## config.mk

```make
export PLATFORM = sky130hd
export DESIGN_NAME = periph_bus_arbiter_flat
export DESIGN_NICKNAME = d
export VERILOG_FILES = /design/src/rtl/periph_bus_arbiter_if.sv /design/src/rtl/periph_bus_arbiter.sv /design/src/flat_wrapper.sv
export SDC_FILE = /design/constraint.sdc
export NUM_CORES = 1
export LEC_CHECK = 0
export BUFFER_PORTS_ARGS = -buffer_cell sky130_fd_sc_hd__buf_2
export CORE_AREA = 2 2 122 124
export CTS_CLUSTER_SIZE = 30
export DETAILED_ROUTE_END_ITERATION = 7
export DIE_AREA = 0 0 124 126
export HOLD_SLACK_MARGIN = 0.05
export PLACE_DENSITY = 0.69
export SKIP_CTS_REPAIR_TIMING = 1
export SYNTH_ARGS = -nofsm -noshare
export SYNTH_HDL_FRONTEND = slang
export SYNTH_SLANG_ARGS = --single-unit
export TNS_END_PERCENT = 100
```

## constraint.sdc

```tcl
create_clock -name clk -period 4.03 [get_ports clk]
set_input_delay 1.0075 -clock clk [delete_from_list [all_inputs] [get_ports clk]]
set_output_delay 1.0075 -clock clk [all_outputs]
set_load 0.05 [all_outputs]
```

## src/rtl/periph_bus_arbiter_if.sv

```systemverilog
`default_nettype none
// ============================================================================
// periph_bus_arbiter_if : requester-side and peripheral-side signal bundle
// Rev 1.0
// ============================================================================
interface periph_bus_arbiter_if #(
    parameter int ADDR_W = 32,
    parameter int DATA_W = 32
);
    localparam int MASK_W = DATA_W / 8;

    logic              m0_req;
    logic              m0_wr;
    logic [MASK_W-1:0] m0_mask;
    logic [ADDR_W-1:0] m0_addr;
    logic [DATA_W-1:0] m0_wdata;
    logic              m0_ack;
    logic [DATA_W-1:0] m0_rdata;
    logic              m0_err;

    logic              m1_req;
    logic              m1_wr;
    logic [MASK_W-1:0] m1_mask;
    logic [ADDR_W-1:0] m1_addr;
    logic [DATA_W-1:0] m1_wdata;
    logic              m1_ack;
    logic [DATA_W-1:0] m1_rdata;
    logic              m1_err;

    logic              s_req;
    logic              s_wr;
    logic [MASK_W-1:0] s_mask;
    logic [ADDR_W-1:0] s_addr;
    logic [DATA_W-1:0] s_wdata;
    logic              s_ack;
    logic [DATA_W-1:0] s_rdata;

    // Arbiter as the target of both requesters
    modport slave (
        input  m0_req, m0_wr, m0_mask, m0_addr, m0_wdata,
        input  m1_req, m1_wr, m1_mask, m1_addr, m1_wdata,
        output m0_ack, m0_rdata, m0_err,
        output m1_ack, m1_rdata, m1_err
    );

    // Arbiter as the single initiator toward the peripheral
    modport master (
        output s_req, s_wr, s_mask, s_addr, s_wdata,
        input  s_ack, s_rdata
    );
endinterface

`default_nettype wire

```

## src/rtl/periph_bus_arbiter.sv

```systemverilog
`default_nettype none
// ============================================================================
// periph_bus_arbiter : two-master round-robin arbiter for one peripheral port.
// Optional watchdog via `define PERIPH_ARB_TIMEOUT_EN.         Rev 1.0
// ============================================================================
module periph_bus_arbiter #(
    parameter int ADDR_W         = 32,
    parameter int DATA_W         = 32,
    parameter int TIMEOUT_CYCLES = 16
) (
    input wire                   clk,
    input wire                   rst_n,
    periph_bus_arbiter_if.slave  req_bus,
    periph_bus_arbiter_if.master per_bus
);
    localparam int MASK_W = DATA_W / 8;

    typedef enum logic [1:0] {
        ST_IDLE = 2'd0,
        ST_BUSY = 2'd1,
        ST_DONE = 2'd2
    } state_t;

    if (TIMEOUT_CYCLES < 1) begin : g_timeout_range_check
        $error("periph_bus_arbiter: TIMEOUT_CYCLES must be >= 1");
    end

    state_t            state_q,      state_d;
    logic              grant_id_q,   grant_id_d;
    logic              last_grant_q, last_grant_d;
    logic              s_wr_q,       s_wr_d;
    logic [MASK_W-1:0] s_mask_q,     s_mask_d;
    logic [ADDR_W-1:0] s_addr_q,     s_addr_d;
    logic [DATA_W-1:0] s_wdata_q,    s_wdata_d;
    logic [DATA_W-1:0] rdata_q,      rdata_d;

`ifdef PERIPH_ARB_TIMEOUT_EN
    localparam int CNT_W = $clog2(TIMEOUT_CYCLES + 1);
    logic [CNT_W-1:0]  cnt_q,        cnt_d;
    logic              err_q,        err_d;
`endif

    logic any_req;
    logic winner;
    logic ack0;
    logic ack1;

    // Under contention the master not granted last wins; a lone request wins outright
    always_comb begin
        any_req = req_bus.m0_req | req_bus.m1_req;
        if (req_bus.m0_req && req_bus.m1_req) begin
            winner = ~last_grant_q;
        end else begin
            winner = req_bus.m1_req;
        end
    end

    always_comb begin
        state_d      = state_q;
        grant_id_d   = grant_id_q;
        last_grant_d = last_grant_q;
        s_wr_d       = s_wr_q;
        s_mask_d     = s_mask_q;
        s_addr_d     = s_addr_q;
        s_wdata_d    = s_wdata_q;
        rdata_d      = rdata_q;
`ifdef PERIPH_ARB_TIMEOUT_EN
        cnt_d        = cnt_q;
        err_d        = err_q;
`endif
        case (state_q)
            ST_IDLE: begin
                if (any_req) begin
                    state_d      = ST_BUSY;
                    grant_id_d   = winner;
                    last_grant_d = winner;
                    if (winner) begin
                        s_wr_d    = req_bus.m1_wr;
                        s_mask_d  = req_bus.m1_mask;
                        s_addr_d  = req_bus.m1_addr;
                        s_wdata_d = req_bus.m1_wdata;
                    end else begin
                        s_wr_d    = req_bus.m0_wr;
                        s_mask_d  = req_bus.m0_mask;
                        s_addr_d  = req_bus.m0_addr;
                        s_wdata_d = req_bus.m0_wdata;
                    end
`ifdef PERIPH_ARB_TIMEOUT_EN
                    cnt_d = '0;
`endif
                end
            end
            ST_BUSY: begin
                if (per_bus.s_ack) begin
                    state_d = ST_DONE;
                    rdata_d = per_bus.s_rdata;
`ifdef PERIPH_ARB_TIMEOUT_EN
                    err_d   = 1'b0;
`endif
                end
`ifdef PERIPH_ARB_TIMEOUT_EN
                else begin
                    // A late s_ack on the final cycle is caught by the branch above
                    cnt_d = cnt_q + CNT_W'(1);
                    if (cnt_d == CNT_W'(TIMEOUT_CYCLES)) begin
                        state_d = ST_DONE;
                        rdata_d = '0;
                        err_d   = 1'b1;
                    end
                end
`endif
            end
            ST_DONE: begin
                state_d = ST_IDLE;
            end
            default: begin
                state_d = ST_IDLE;
            end
        endcase
    end

    always_ff @(posedge clk) begin
        if (!rst_n) begin
            state_q      <= ST_IDLE;
            grant_id_q   <= 1'b0;
            last_grant_q <= 1'b1;
            s_wr_q       <= 1'b0;
            s_mask_q     <= '0;
            s_addr_q     <= '0;
            s_wdata_q    <= '0;
            rdata_q      <= '0;
`ifdef PERIPH_ARB_TIMEOUT_EN
            cnt_q        <= '0;
            err_q        <= 1'b0;
`endif
        end else begin
            state_q      <= state_d;
            grant_id_q   <= grant_id_d;
            last_grant_q <= last_grant_d;
            s_wr_q       <= s_wr_d;
            s_mask_q     <= s_mask_d;
            s_addr_q     <= s_addr_d;
            s_wdata_q    <= s_wdata_d;
            rdata_q      <= rdata_d;
`ifdef PERIPH_ARB_TIMEOUT_EN
            cnt_q        <= cnt_d;
            err_q        <= err_d;
`endif
        end
    end

    assign ack0 = (state_q == ST_DONE) && !grant_id_q;
    assign ack1 = (state_q == ST_DONE) &&  grant_id_q;

    assign per_bus.s_req   = (state_q == ST_BUSY);
    assign per_bus.s_wr    = s_wr_q;
    assign per_bus.s_mask  = s_mask_q;
    assign per_bus.s_addr  = s_addr_q;
    assign per_bus.s_wdata = s_wdata_q;

    assign req_bus.m0_ack   = ack0;
    assign req_bus.m1_ack   = ack1;
    assign req_bus.m0_rdata = ack0 ? rdata_q : '0;
    assign req_bus.m1_rdata = ack1 ? rdata_q : '0;

`ifdef PERIPH_ARB_TIMEOUT_EN
    assign req_bus.m0_err = ack0 & err_q;
    assign req_bus.m1_err = ack1 & err_q;
`else
    assign req_bus.m0_err = 1'b0;
    assign req_bus.m1_err = 1'b0;
`endif

endmodule

`default_nettype wire

```

## src/flat_wrapper.sv

```systemverilog
// flat-port wrapper written by rule: the top's interface ports become plain ports
module periph_bus_arbiter_flat 
#(
    parameter int ADDR_W         = 32,
    parameter int DATA_W         = 32,
    parameter int TIMEOUT_CYCLES = 16
)
  (clk, rst_n, req_bus_m0_req, req_bus_m0_wr, req_bus_m0_mask, req_bus_m0_addr, req_bus_m0_wdata, req_bus_m1_req, req_bus_m1_wr, req_bus_m1_mask, req_bus_m1_addr, req_bus_m1_wdata, req_bus_m0_ack, req_bus_m0_rdata, req_bus_m0_err, req_bus_m1_ack, req_bus_m1_rdata, req_bus_m1_err, per_bus_s_req, per_bus_s_wr, per_bus_s_mask, per_bus_s_addr, per_bus_s_wdata, per_bus_s_ack, per_bus_s_rdata);
  periph_bus_arbiter_if #(.ADDR_W(ADDR_W), .DATA_W(DATA_W)) req_bus_i ();
  periph_bus_arbiter_if #(.ADDR_W(ADDR_W), .DATA_W(DATA_W)) per_bus_i ();
  input wire clk;
  input wire rst_n;
  input wire logic [$bits(req_bus_i.m0_req)-1:0] req_bus_m0_req;
  input wire logic [$bits(req_bus_i.m0_wr)-1:0] req_bus_m0_wr;
  input wire logic [$bits(req_bus_i.m0_mask)-1:0] req_bus_m0_mask;
  input wire logic [$bits(req_bus_i.m0_addr)-1:0] req_bus_m0_addr;
  input wire logic [$bits(req_bus_i.m0_wdata)-1:0] req_bus_m0_wdata;
  input wire logic [$bits(req_bus_i.m1_req)-1:0] req_bus_m1_req;
  input wire logic [$bits(req_bus_i.m1_wr)-1:0] req_bus_m1_wr;
  input wire logic [$bits(req_bus_i.m1_mask)-1:0] req_bus_m1_mask;
  input wire logic [$bits(req_bus_i.m1_addr)-1:0] req_bus_m1_addr;
  input wire logic [$bits(req_bus_i.m1_wdata)-1:0] req_bus_m1_wdata;
  output wire logic [$bits(req_bus_i.m0_ack)-1:0] req_bus_m0_ack;
  output wire logic [$bits(req_bus_i.m0_rdata)-1:0] req_bus_m0_rdata;
  output wire logic [$bits(req_bus_i.m0_err)-1:0] req_bus_m0_err;
  output wire logic [$bits(req_bus_i.m1_ack)-1:0] req_bus_m1_ack;
  output wire logic [$bits(req_bus_i.m1_rdata)-1:0] req_bus_m1_rdata;
  output wire logic [$bits(req_bus_i.m1_err)-1:0] req_bus_m1_err;
  output wire logic [$bits(per_bus_i.s_req)-1:0] per_bus_s_req;
  output wire logic [$bits(per_bus_i.s_wr)-1:0] per_bus_s_wr;
  output wire logic [$bits(per_bus_i.s_mask)-1:0] per_bus_s_mask;
  output wire logic [$bits(per_bus_i.s_addr)-1:0] per_bus_s_addr;
  output wire logic [$bits(per_bus_i.s_wdata)-1:0] per_bus_s_wdata;
  input wire logic [$bits(per_bus_i.s_ack)-1:0] per_bus_s_ack;
  input wire logic [$bits(per_bus_i.s_rdata)-1:0] per_bus_s_rdata;
  assign req_bus_i.m0_req = req_bus_m0_req;
  assign req_bus_i.m0_wr = req_bus_m0_wr;
  assign req_bus_i.m0_mask = req_bus_m0_mask;
  assign req_bus_i.m0_addr = req_bus_m0_addr;
  assign req_bus_i.m0_wdata = req_bus_m0_wdata;
  assign req_bus_i.m1_req = req_bus_m1_req;
  assign req_bus_i.m1_wr = req_bus_m1_wr;
  assign req_bus_i.m1_mask = req_bus_m1_mask;
  assign req_bus_i.m1_addr = req_bus_m1_addr;
  assign req_bus_i.m1_wdata = req_bus_m1_wdata;
  assign req_bus_m0_ack = req_bus_i.m0_ack;
  assign req_bus_m0_rdata = req_bus_i.m0_rdata;
  assign req_bus_m0_err = req_bus_i.m0_err;
  assign req_bus_m1_ack = req_bus_i.m1_ack;
  assign req_bus_m1_rdata = req_bus_i.m1_rdata;
  assign req_bus_m1_err = req_bus_i.m1_err;
  assign per_bus_s_req = per_bus_i.s_req;
  assign per_bus_s_wr = per_bus_i.s_wr;
  assign per_bus_s_mask = per_bus_i.s_mask;
  assign per_bus_s_addr = per_bus_i.s_addr;
  assign per_bus_s_wdata = per_bus_i.s_wdata;
  assign per_bus_i.s_ack = per_bus_s_ack;
  assign per_bus_i.s_rdata = per_bus_s_rdata;
  periph_bus_arbiter #(.ADDR_W(ADDR_W), .DATA_W(DATA_W), .TIMEOUT_CYCLES(TIMEOUT_CYCLES)) u_core (.clk(clk), .rst_n(rst_n), .req_bus(req_bus_i), .per_bus(per_bus_i));
endmodule
```

==> out/results.txt, run 1 <==
setup TNS = 0 ns
MaxCap Viol Count = 0
LEAKAGE = 3.29 nW
register bit total from synthesis = 105
Routed Antenna Nets = 0
Hold Path Depth = 2
Non-Filler Instances = 1083
largest net degree at the start of global routing = 85
initial core utilization = 0.338
Avg Inst Size Synth = 7.72 µm²
# IOs = 313
number of global-route vias before repair = 4943
core area = 0.0143 mm²
reg-to-reg endpoint = u_core.per_bus.s_addr[2]
largest delay contributor family on the critical path = simple AND/OR/NAND/NOR gates
drt first pass iters = 4
Max rail drop VDD = 0.000176 V
element type at the critical path end = primary output
Synth Warn # = 0
Slew HR = 0.250
PortBufs = 310
period utilisation layout = 0.747
Worst R2R Setup Slack = 1.73 ns
crit path kind = reg -> out
most common cell after layout, fill and taps aside = buf_2
status = finished, final reports clean
root buffer cell = clkbuf_16
HP Start = u_core.rdata_q[18]
die area = 0.0156 mm²
fmax = 0.332 GHz
Die H = 126 µm
post-synthesis sequential area ratio = 0.434
worst-margin pin slew = 1.13 ns
clock transition at the registers of the reported paths = 0.07 ns
WL final = 16000 µm
H-tree depth = 3
clk buf depth = 2
critical-path cell list = and3b_1 -> and2_1 -> buf_2
min Tclk post-route = 3.01 ns
Worst Skew = 0.0112 ns
clock sink count = 105
total CTS buffers = 9
dpl hpwl = 11200 µm
CP peak stage delay = 0.73 ns
Crit Reg-Reg Startpoint = u_core.state_q[1]
Slew Viols, Final = 0
most frequent cells in the layout = 310 x buf_2, 202 x nand2_1, 105 x dfxtp_1, 102 x a21oi_1, 68 x a311oi_1
fin nets = 1068
Syn Inst Count = 627
post-synth top area share = 0.434
Worst setup SP type = flip-flop
global-route wire length before repair = 24800 µm
final setup fails = 0
Area contributors post-synth = dfxtp_1 43%, nand2_1 16%, a311oi_1 12%
Placed Instances = 1066
critical path depth = 3
Yosys cell types = 27
GRT Util Overall = 0.198
DR vias = 5357
RSZ-0062 raised after global routing = false
share of cells above drive strength 1 = 0.381
clock insertion delay at the later pin of the skew report = 0.35 ns
worst hold path type = reg -> reg
final-report hold violation count = 0
TritonCTS clock tree = built
Worst Path Required = 3.02 ns
Critical-path top delay cell = and3b_1
crit path max fanout = 33
Register-to-Register Path Depth = 4
Synth area leader = dfxtp_1
synthesized area = 0.00484 mm²
DRC violations left = 0
vias per cell = 4.95
gpl congestion = 0.805
gr ovfl total = 0
die extent in x = 124 µm
pwr dens = 432 mW/mm²
Worst Path Arrival = 2.00 ns
DR WL/cell = 14.8 µm
initial antenna violation count = 0
Bufs and invs on worst path = 1
hold endpoint = u_core.rdata_q[18]
area grow syn2layout = 38.7%
Starting DRT DRC Count = 203
Core Rows = 44
sequential cells by signal (all words and copies together), names as in the netlist:
signal	count
u_core.per_bus.s_wr	1
u_core.state_q	2
u_core.per_bus.s_addr	32
u_core.rdata_q	32
u_core.per_bus.s_wdata	32
u_core.grant_id_q	1
u_core.last_grant_q	1
u_core.per_bus.s_mask	4
area by class of cell:
class / instances / area (µm²)
multi-input combinational: 457 / 2430
tap: 184 / 230
clock inverter: 4 / 51.3
timing repair buffer: 319 / 1630
fill: 1494 / 7600
inverter: 1 / 5.00
antenna: 1 / 2.50
sequential: 105 / 2100
clock buffer: 12 / 256
tightest hold or removal path: stages (launching register included):
cell     delay [ns]
dfxtp_1        0.32
nand2_1        0.05
a21oi_1        0.05
worst max-delay path by stage:
| stage | from | slack (ns) | to |
|---|---|---|---|
| after floorplan | u_core.state_q[0] | 1.11 | req_bus_m0_rdata[19] |
| after global placement | u_core.state_q[1] | 1.41 | req_bus_m1_rdata[0] |
| after detailed placement | u_core.state_q[1] | 1.34 | req_bus_m1_rdata[6] |
| after CTS | u_core.state_q[1] | 0.96 | req_bus_m1_rdata[6] |
| after global routing | u_core.state_q[1] | 0.77 | req_bus_m1_rdata[5] |
| final | u_core.state_q[1] | 1.02 | req_bus_m1_rdata[2] |
metal layers:
layer | global-route usage | vias to the layer above | part of all wire
met5 | 0 | - | 0
li1 | - | 2684 | -
met1 | 0.248 | 2426 | 0.41
met3 | 0.0448 | 18 | 0.085
met4 | 0.0621 | 0 | 0.015
met2 | 0.338 | 229 | 0.49
power breakdown:
group          internal [W]  switching [W]
clock              0.000517       0.000393
sequential          0.00114      0.0000549
combinational      0.000228       0.000572
kinds of logic (layout without fill, tap and decap cells):
| logic type | count (synthesis) | in the layout | share of synthesized area |
|---|---|---|---|
| simple gates | 278 | 278 | 0.256 |
| compound gates | 177 | 177 | 0.242 |
| flops | 105 | 105 | 0.434 |
| buf+inv | 66 | 336 | 0.0677 |
| other cells | 1 | 3 | 0.000775 |
synth_stat cells, drive strengths merged:
| cell | number |
|---|---|
| nand2 | 202 |
| dfxtp | 105 |
| nand3b | 1 |
| and3 | 1 |
| nor3 | 1 |
| nor2 | 2 |
| inv | 1 |
| o21a | 2 |
| buf | 17 |
| a21boi | 2 |
| nor3b | 1 |
| a21bo | 1 |
| and3b | 2 |
| nor2b | 2 |
| or2 | 1 |
| and2 | 65 |
| clkbuf | 48 |
| a311oi | 69 |
| o21ai | 1 |
| conb | 1 |
| a21oi | 102 |
stage by stage:
stage | power [W] | util | worst slack (ns) | hold slack, ns | instance area [µm²]
final | 0.00290 | 0.469 | 1.02 | 0.461 | 6710
after global routing | 0.00305 | 0.469 | 0.766 | 0.488 | 6710
after global placement | 0.00202 | 0.447 | 1.41 | 0.453 | 6400
after floorplan | 0.00179 | - | 1.11 | 0.440 | 4840
after detailed placement | 0.00202 | 0.447 | 1.34 | 0.454 | 6400
after CTS | 0.00294 | 0.469 | 0.957 | 0.464 | 6710
Note: power is estimated with default switching activity, not from simulation.
==> inputs of run 2 (changes only) <==
CORE_AREA = 2 2 120 122   (was 2 2 122 124)
DIE_AREA = 0 0 122 124   (was 0 0 124 126)
PLACE_DENSITY = 0.73   (was 0.69)
clock period = 2.65 ns   (was 4.03 ns; I/O delays follow)
==> run 2 against run 1 <==
Clock skew shrank 0.0052 ns. Global-route usage increased by 0.33 points. Sequential power up 53%. Design area down 0.11%. Critical path depth is 1 higher. Sequential share of layout area is essentially flat. Clock power is 33% higher. Wire length is 1.2% higher. Power is 47% higher. Register-to-register slack worse by 0.88 ns. Worst setup slack worse by 0.79 ns. Critical endpoint is now req_bus_m0_rdata[3]. Largest cell class unchanged. Largest power group unchanged. Highest routed layer is now met5.
==> out/results.txt, run 2 (synthesized netlist as in run 1, its figures left out) <==
clock insertion delay at the later pin of the skew report = 0.34 ns (was 0.35 ns)
min Tclk post-route = 2.42 ns
largest net degree at the start of global routing = 73 (was 85)
vias per cell = 4.97 (was 4.95)
final setup fails = 0 (unchanged)
total CTS buffers = 9 (unchanged)
Worst Path Arrival = 1.75 ns (was 2.00 ns)
Area after DPL = 0.00645 mm² (was 0.00640 mm²)
die extent in x = 122 µm (was 124 µm)
Worst setup SP type = flip-flop (unchanged)
GRT Util Overall = 0.202 (was 0.198)
status = finished, final reports clean (unchanged)
worst-margin pin slew = 0.780 ns (was 1.13 ns)
number of global-route vias before repair = 4701 (was 4943)
Worst R2R Setup Slack = 0.85 ns (was 1.73 ns)
dpl hpwl = 11400 µm (was 11200 µm)
worst hold path type = reg -> reg (unchanged)
Starting DRT DRC Count = 296 (was 203)
Routed Antenna Nets = 0 (unchanged)
global-route wire length before repair = 24000 µm (was 24800 µm)
fmax = 0.414 GHz
MaxCap Viol Count = 0 (unchanged)
root buffer cell = clkbuf_16 (unchanged)
Slew Viols, Final = 0 (unchanged)
clock transition at the registers of the reported paths = 0.07 ns (about the same)
final-report hold violation count = 0 (unchanged)
share of cells above drive strength 1 = 0.381 (about the same)
initial antenna violation count = 3 (was 0)
PnR Total Power = 0.00425 W (was 0.00290 W)
DR WL/cell = 15.0 µm (was 14.8 µm)
pwr dens = 634 mW/mm² (was 432 mW/mm²)
clock sink count = 105 (unchanged)
gr ovfl total = 0 (unchanged)
fin nets = 1073 (was 1068)
Die H = 124 µm (was 126 µm)
WL final = 16200 µm (was 16000 µm)
Core Rows = 43 (was 44)
crit path max fanout = 33 (unchanged)
DRC violations left = 0 (unchanged)
RSZ-0062 raised after global routing = false (unchanged)
Multi-input gate area = 0.00243 mm² (unchanged)
initial core utilization = 0.353 (was 0.338)
Worst Path Required = 1.99 ns (was 3.02 ns)
Max rail drop VDD = 0.000357 V (was 0.000176 V)
FILL cells = 1387 (was 1494)
PortBufs = 310 (unchanged)
LEAKAGE = 3.29 nW (about the same)
# IOs = 313 (unchanged)
setup TNS = 0 ns (unchanged)
gpl congestion = 0.773 (was 0.805)
element type at the critical path end = primary output (unchanged)
die area = 0.0151 mm² (was 0.0156 mm²)
dpl ws = 0.470 ns (was 1.34 ns)
most common cell after layout, fill and taps aside = buf_2 (unchanged)
period utilisation layout = 0.912
drt first pass iters = 4 (unchanged)
cell area after layout = 0.00671 mm² (about the same)
register area = 0.00210 mm² (unchanged)
TritonCTS clock tree = built (unchanged)
clk buf depth = 2 (unchanged)
H-tree depth = 3 (unchanged)
PnR worst setup slack = 0.234 ns (was 1.02 ns)
area grow syn2layout = 38.5% (was 38.7%)
DR vias = 5382 (was 5357)
n_diodes = 0 (was 1)
most frequent cells in the layout = 310 x buf_2, 202 x nand2_1, 105 x dfxtp_1, 102 x a21oi_1, 68 x a311oi_1 (unchanged)
crit path kind = reg -> out (unchanged)
Slew HR = 0.480 (was 0.250)
core area = 0.0137 mm² (was 0.0143 mm²)
Worst Skew = 0.00597 ns (was 0.0112 ns)
==> run 2: changes by cell type in the layout (fill, tap and decap cells not counted), sizes merged <==
cell    previous run  this run
clkbuf            12        13
bufinv             1         0
buf              319       324
diode              1         0
==> run 2: area by class of cell <==
cell class	instances	share of cell area
timing repair buffer	324	0.251
clock buffer	13	0.0358
tap	180	0.0336
sequential	105	0.313
clock inverter	3	0.00261
multi-input combinational	457	0.363
inverter	1	0.000746
==> run 2: final timing paths <==
check	start	to	cells past startpoint
max	u_core.state_q[1]	req_bus_m0_rdata[3]	4
min	u_core.rdata_q[28]	u_core.rdata_q[28]	2
max reg2reg	u_core.state_q[1]	u_core.per_bus.s_wdata[7]	4
min reg2reg	u_core.rdata_q[28]	u_core.rdata_q[28]	2
==> run 2: critical path: stages, from the launching register on <==
cell,delay (ns)
dfxtp_1,0.46
nor3b_2,0.21
buf_4,0.29
and2_1,0.18
buf_2,0.26
==> run 2: power by group <==
part	switching (W)	internal (W)
logic	0.000873	0.000355
registers	0.0000863	0.00173
clock network	0.000573	0.000636
total	0.00153	0.00272
==> run 2: per-layer routing <==
layer	vias up	share of wire	track usage
met5	-	0.0018	0
met4	4	0.021	0.0704
met3	25	0.084	0.0545
met2	230	0.49	0.351
met1	2433	0.40	0.240
li1	2690	-	-
==> run 2: per-stage QoR <==
stage          hold WS (ns)  instances   util
2_1_floorplan         0.440        628      -
3_3_place_gp          0.449       1067  0.470
3_5_place_dp          0.456       1067  0.470
4_1_cts               0.465       1083  0.489
5_1_grt               0.483       1083  0.489
6_report              0.462       1083  0.489
==> inputs of run 3 (changes only) <==
CORE_AREA = 2 2 123 125   (was 2 2 120 122)
DIE_AREA = 0 0 125 127   (was 0 0 122 124)
PLACE_DENSITY = 0.68   (was 0.73)
clock period = 2.74 ns   (was 2.65 ns; I/O delays follow)
==> run 3 against run 2 <==
Combinational power down 3%. Sequential power down 3%. Via count is 0.43% lower. Non-clock buffer count down 1. Wire length shrank 1.3%. Final cell count grew 0.28%. Register-to-register slack better by 0.19 ns. Clock skew increased by 0.0019 ns. First-iteration DRC count shrank 31%. Clock-buffer cell count down 1. Critical path depth stayed put.
==> out/results.txt, run 3 (synthesized netlist as in run 1, its figures left out) <==
gpl congestion = 0.809 (was 0.773)
clock insertion delay at the later pin of the skew report = 0.35 ns (was 0.34 ns)
pwr dens = 641 mW/mm² (was 634 mW/mm²)
status = finished, final reports clean (unchanged)
vias per cell = 4.93 (was 4.97)
LEAKAGE = 3.33 nW (was 3.29 nW)
fin nets = 1072 (was 1073)
worst-margin pin slew = 0.772 ns (was 0.780 ns)
die extent in x = 125 µm (was 122 µm)
min Tclk post-route = 2.41 ns
die area = 0.0159 mm² (was 0.0151 mm²)
Worst Path Arrival = 1.72 ns (was 1.75 ns)
Net Sw Frac = 0.341 (was 0.360)
clock share of power = 0.325 (was 0.284)
clk buf depth = 2 (unchanged)
DR vias = 5359 (was 5382)
TritonCTS clock tree = built (unchanged)
Core Rows = 44 (was 43)
Gate power share = 0.273 (was 0.289)
period utilisation layout = 0.879
final setup fails = 0 (unchanged)
largest delay contributor family on the critical path = buffers and inverters (unchanged)
Slew Viols, Final = 0 (unchanged)
setup TNS = 0 ns (unchanged)
clock transition at the registers of the reported paths = 0.06 ns (was 0.07 ns)
fmax = 0.415 GHz
crit path kind = reg -> out (unchanged)
global-route wire length before repair = 25100 µm (was 24000 µm)
Bufs and invs on worst path = 2 (unchanged)
number of global-route vias before repair = 5022 (was 4701)
CP peak stage delay = 0.45 ns (was 0.46 ns)
final-report hold violation count = 0 (unchanged)
initial core utilization = 0.336 (was 0.353)
total CTS buffers = 9 (unchanged)
area grow syn2layout = 40.5% (was 38.5%)
core area = 0.0144 mm² (was 0.0137 mm²)
FILL cells = 1485 (was 1387)
critical-path cell list = nor3b_2 -> buf_4 -> and2_1 -> buf_2 (unchanged)
Starting DRT DRC Count = 205 (was 296)
Pint = 0.00287 W (was 0.00272 W)
Routed Antenna Nets = 0 (unchanged)
Worst Skew = 0.00790 ns (was 0.00597 ns)
most common cell after layout, fill and taps aside = buf_2 (unchanged)
largest net degree at the start of global routing = 73 (unchanged)
RSZ-0062 raised after global routing = false (unchanged)
initial antenna violation count = 1 (was 3)
root buffer cell = clkbuf_16 (unchanged)
DR WL/cell = 14.7 µm (was 15.0 µm)
PortBufs = 310 (unchanged)
sequential share of power = 0.403 (was 0.427)
gr ovfl total = 0 (unchanged)
GRT Util Overall = 0.192 (was 0.202)
Worst Path Required = 2.06 ns (was 1.99 ns)
switching pwr = 0.00149 W (was 0.00153 W)
share of cells above drive strength 1 = 0.384 (was 0.381)
n_diodes = 0 (unchanged)
Worst setup SP type = flip-flop (unchanged)
hold_ws = 0.462 ns (about the same)
worst hold path type = reg -> reg (unchanged)
H-tree depth = 3 (unchanged)
# IOs = 313 (unchanged)
dpl hpwl = 11700 µm (was 11400 µm)
crit path max fanout = 33 (unchanged)
Critical-path top delay cell = dfxtp_1 (unchanged)
most frequent cells in the layout = 310 x buf_2, 202 x nand2_1, 105 x dfxtp_1, 102 x a21oi_1, 68 x a311oi_1 (unchanged)
element type at the critical path end = primary output (unchanged)
DRC violations left = 0 (unchanged)
WL final = 16000 µm (was 16200 µm)
Die H = 127 µm (was 124 µm)
Util after Layout = 0.472 (was 0.489)
drt first pass iters = 4 (unchanged)
PnR Total Power = 0.00436 W (was 0.00425 W)
clock sink count = 105 (unchanged)
Slew HR = 0.485 (was 0.480)
Max rail drop VDD = 0.000283 V (was 0.000357 V)
MaxCap Viol Count = 0 (unchanged)
==> run 3: final cells by class <==
cell class / instances / area (µm²) / area share
well taps: 184 / 230 / 0.0338
clock buffers: 12 / 256 / 0.0377
inverters: 1 / 5.00 / 0.000736
flip-flops and latches: 105 / 2100 / 0.309
multi-input cells: 457 / 2430 / 0.358
clock inverters: 4 / 75.1 / 0.0110
repair buffers: 323 / 1700 / 0.250
==> run 3: stage by stage <==
| stage | setup WS [ns] | cell area (µm²) | std cells |
|---|---|---|---|
| 2_1_floorplan | 0.145 | 4840 | 628 |
| 3_3_place_gp | 0.685 | 6470 | 1070 |
| 3_5_place_dp | 0.630 | 6470 | 1070 |
| 4_1_cts | 0.294 | 6800 | 1086 |
| 5_1_grt | 0.184 | 6800 | 1086 |
| 6_report | 0.331 | 6800 | 1086 |
==> run 3: power by group through the flow <==
stage	Clock, W	Sequential, W	Combinational, W
floorplan	0	0.00219	0.000442
global placement	0	0.00179	0.00119
detailed placement	0	0.00179	0.00120
CTS	0.00146	0.00176	0.00120
global route	0.00151	0.00177	0.00128
finish	0.00142	0.00176	0.00119
==> run 3: worst paths after layout <==
check | from | end | slack (ns) | cells past startpoint
worst max-delay path | u_core.state_q[1] | req_bus_m0_rdata[25] | 0.33 | 4
worst min register to register | u_core.rdata_q[8] | u_core.rdata_q[8] | 0.46 | 2
worst max register to register | u_core.state_q[1] | u_core.per_bus.s_addr[31] | 1.04 | 4
worst min-delay path | u_core.rdata_q[8] | u_core.rdata_q[8] | 0.46 | 2
==> run 3: layer usage <==
layer	share of wire	GRT usage	vias up
met5	0.00081	0	-
met4	0.021	0.0752	2
met3	0.080	0.0528	23
met2	0.49	0.334	229
met1	0.41	0.227	2411
li1	-	-	2694
==> run 3: tightest hold or removal path, delay by kind of cell, from the launching register on <==
family	cells	cell delay [ns]
flip-flops	1	0.31
AND/OR/NAND/NOR	1	0.05
AO/OA/AOI/OAI	1	0.05
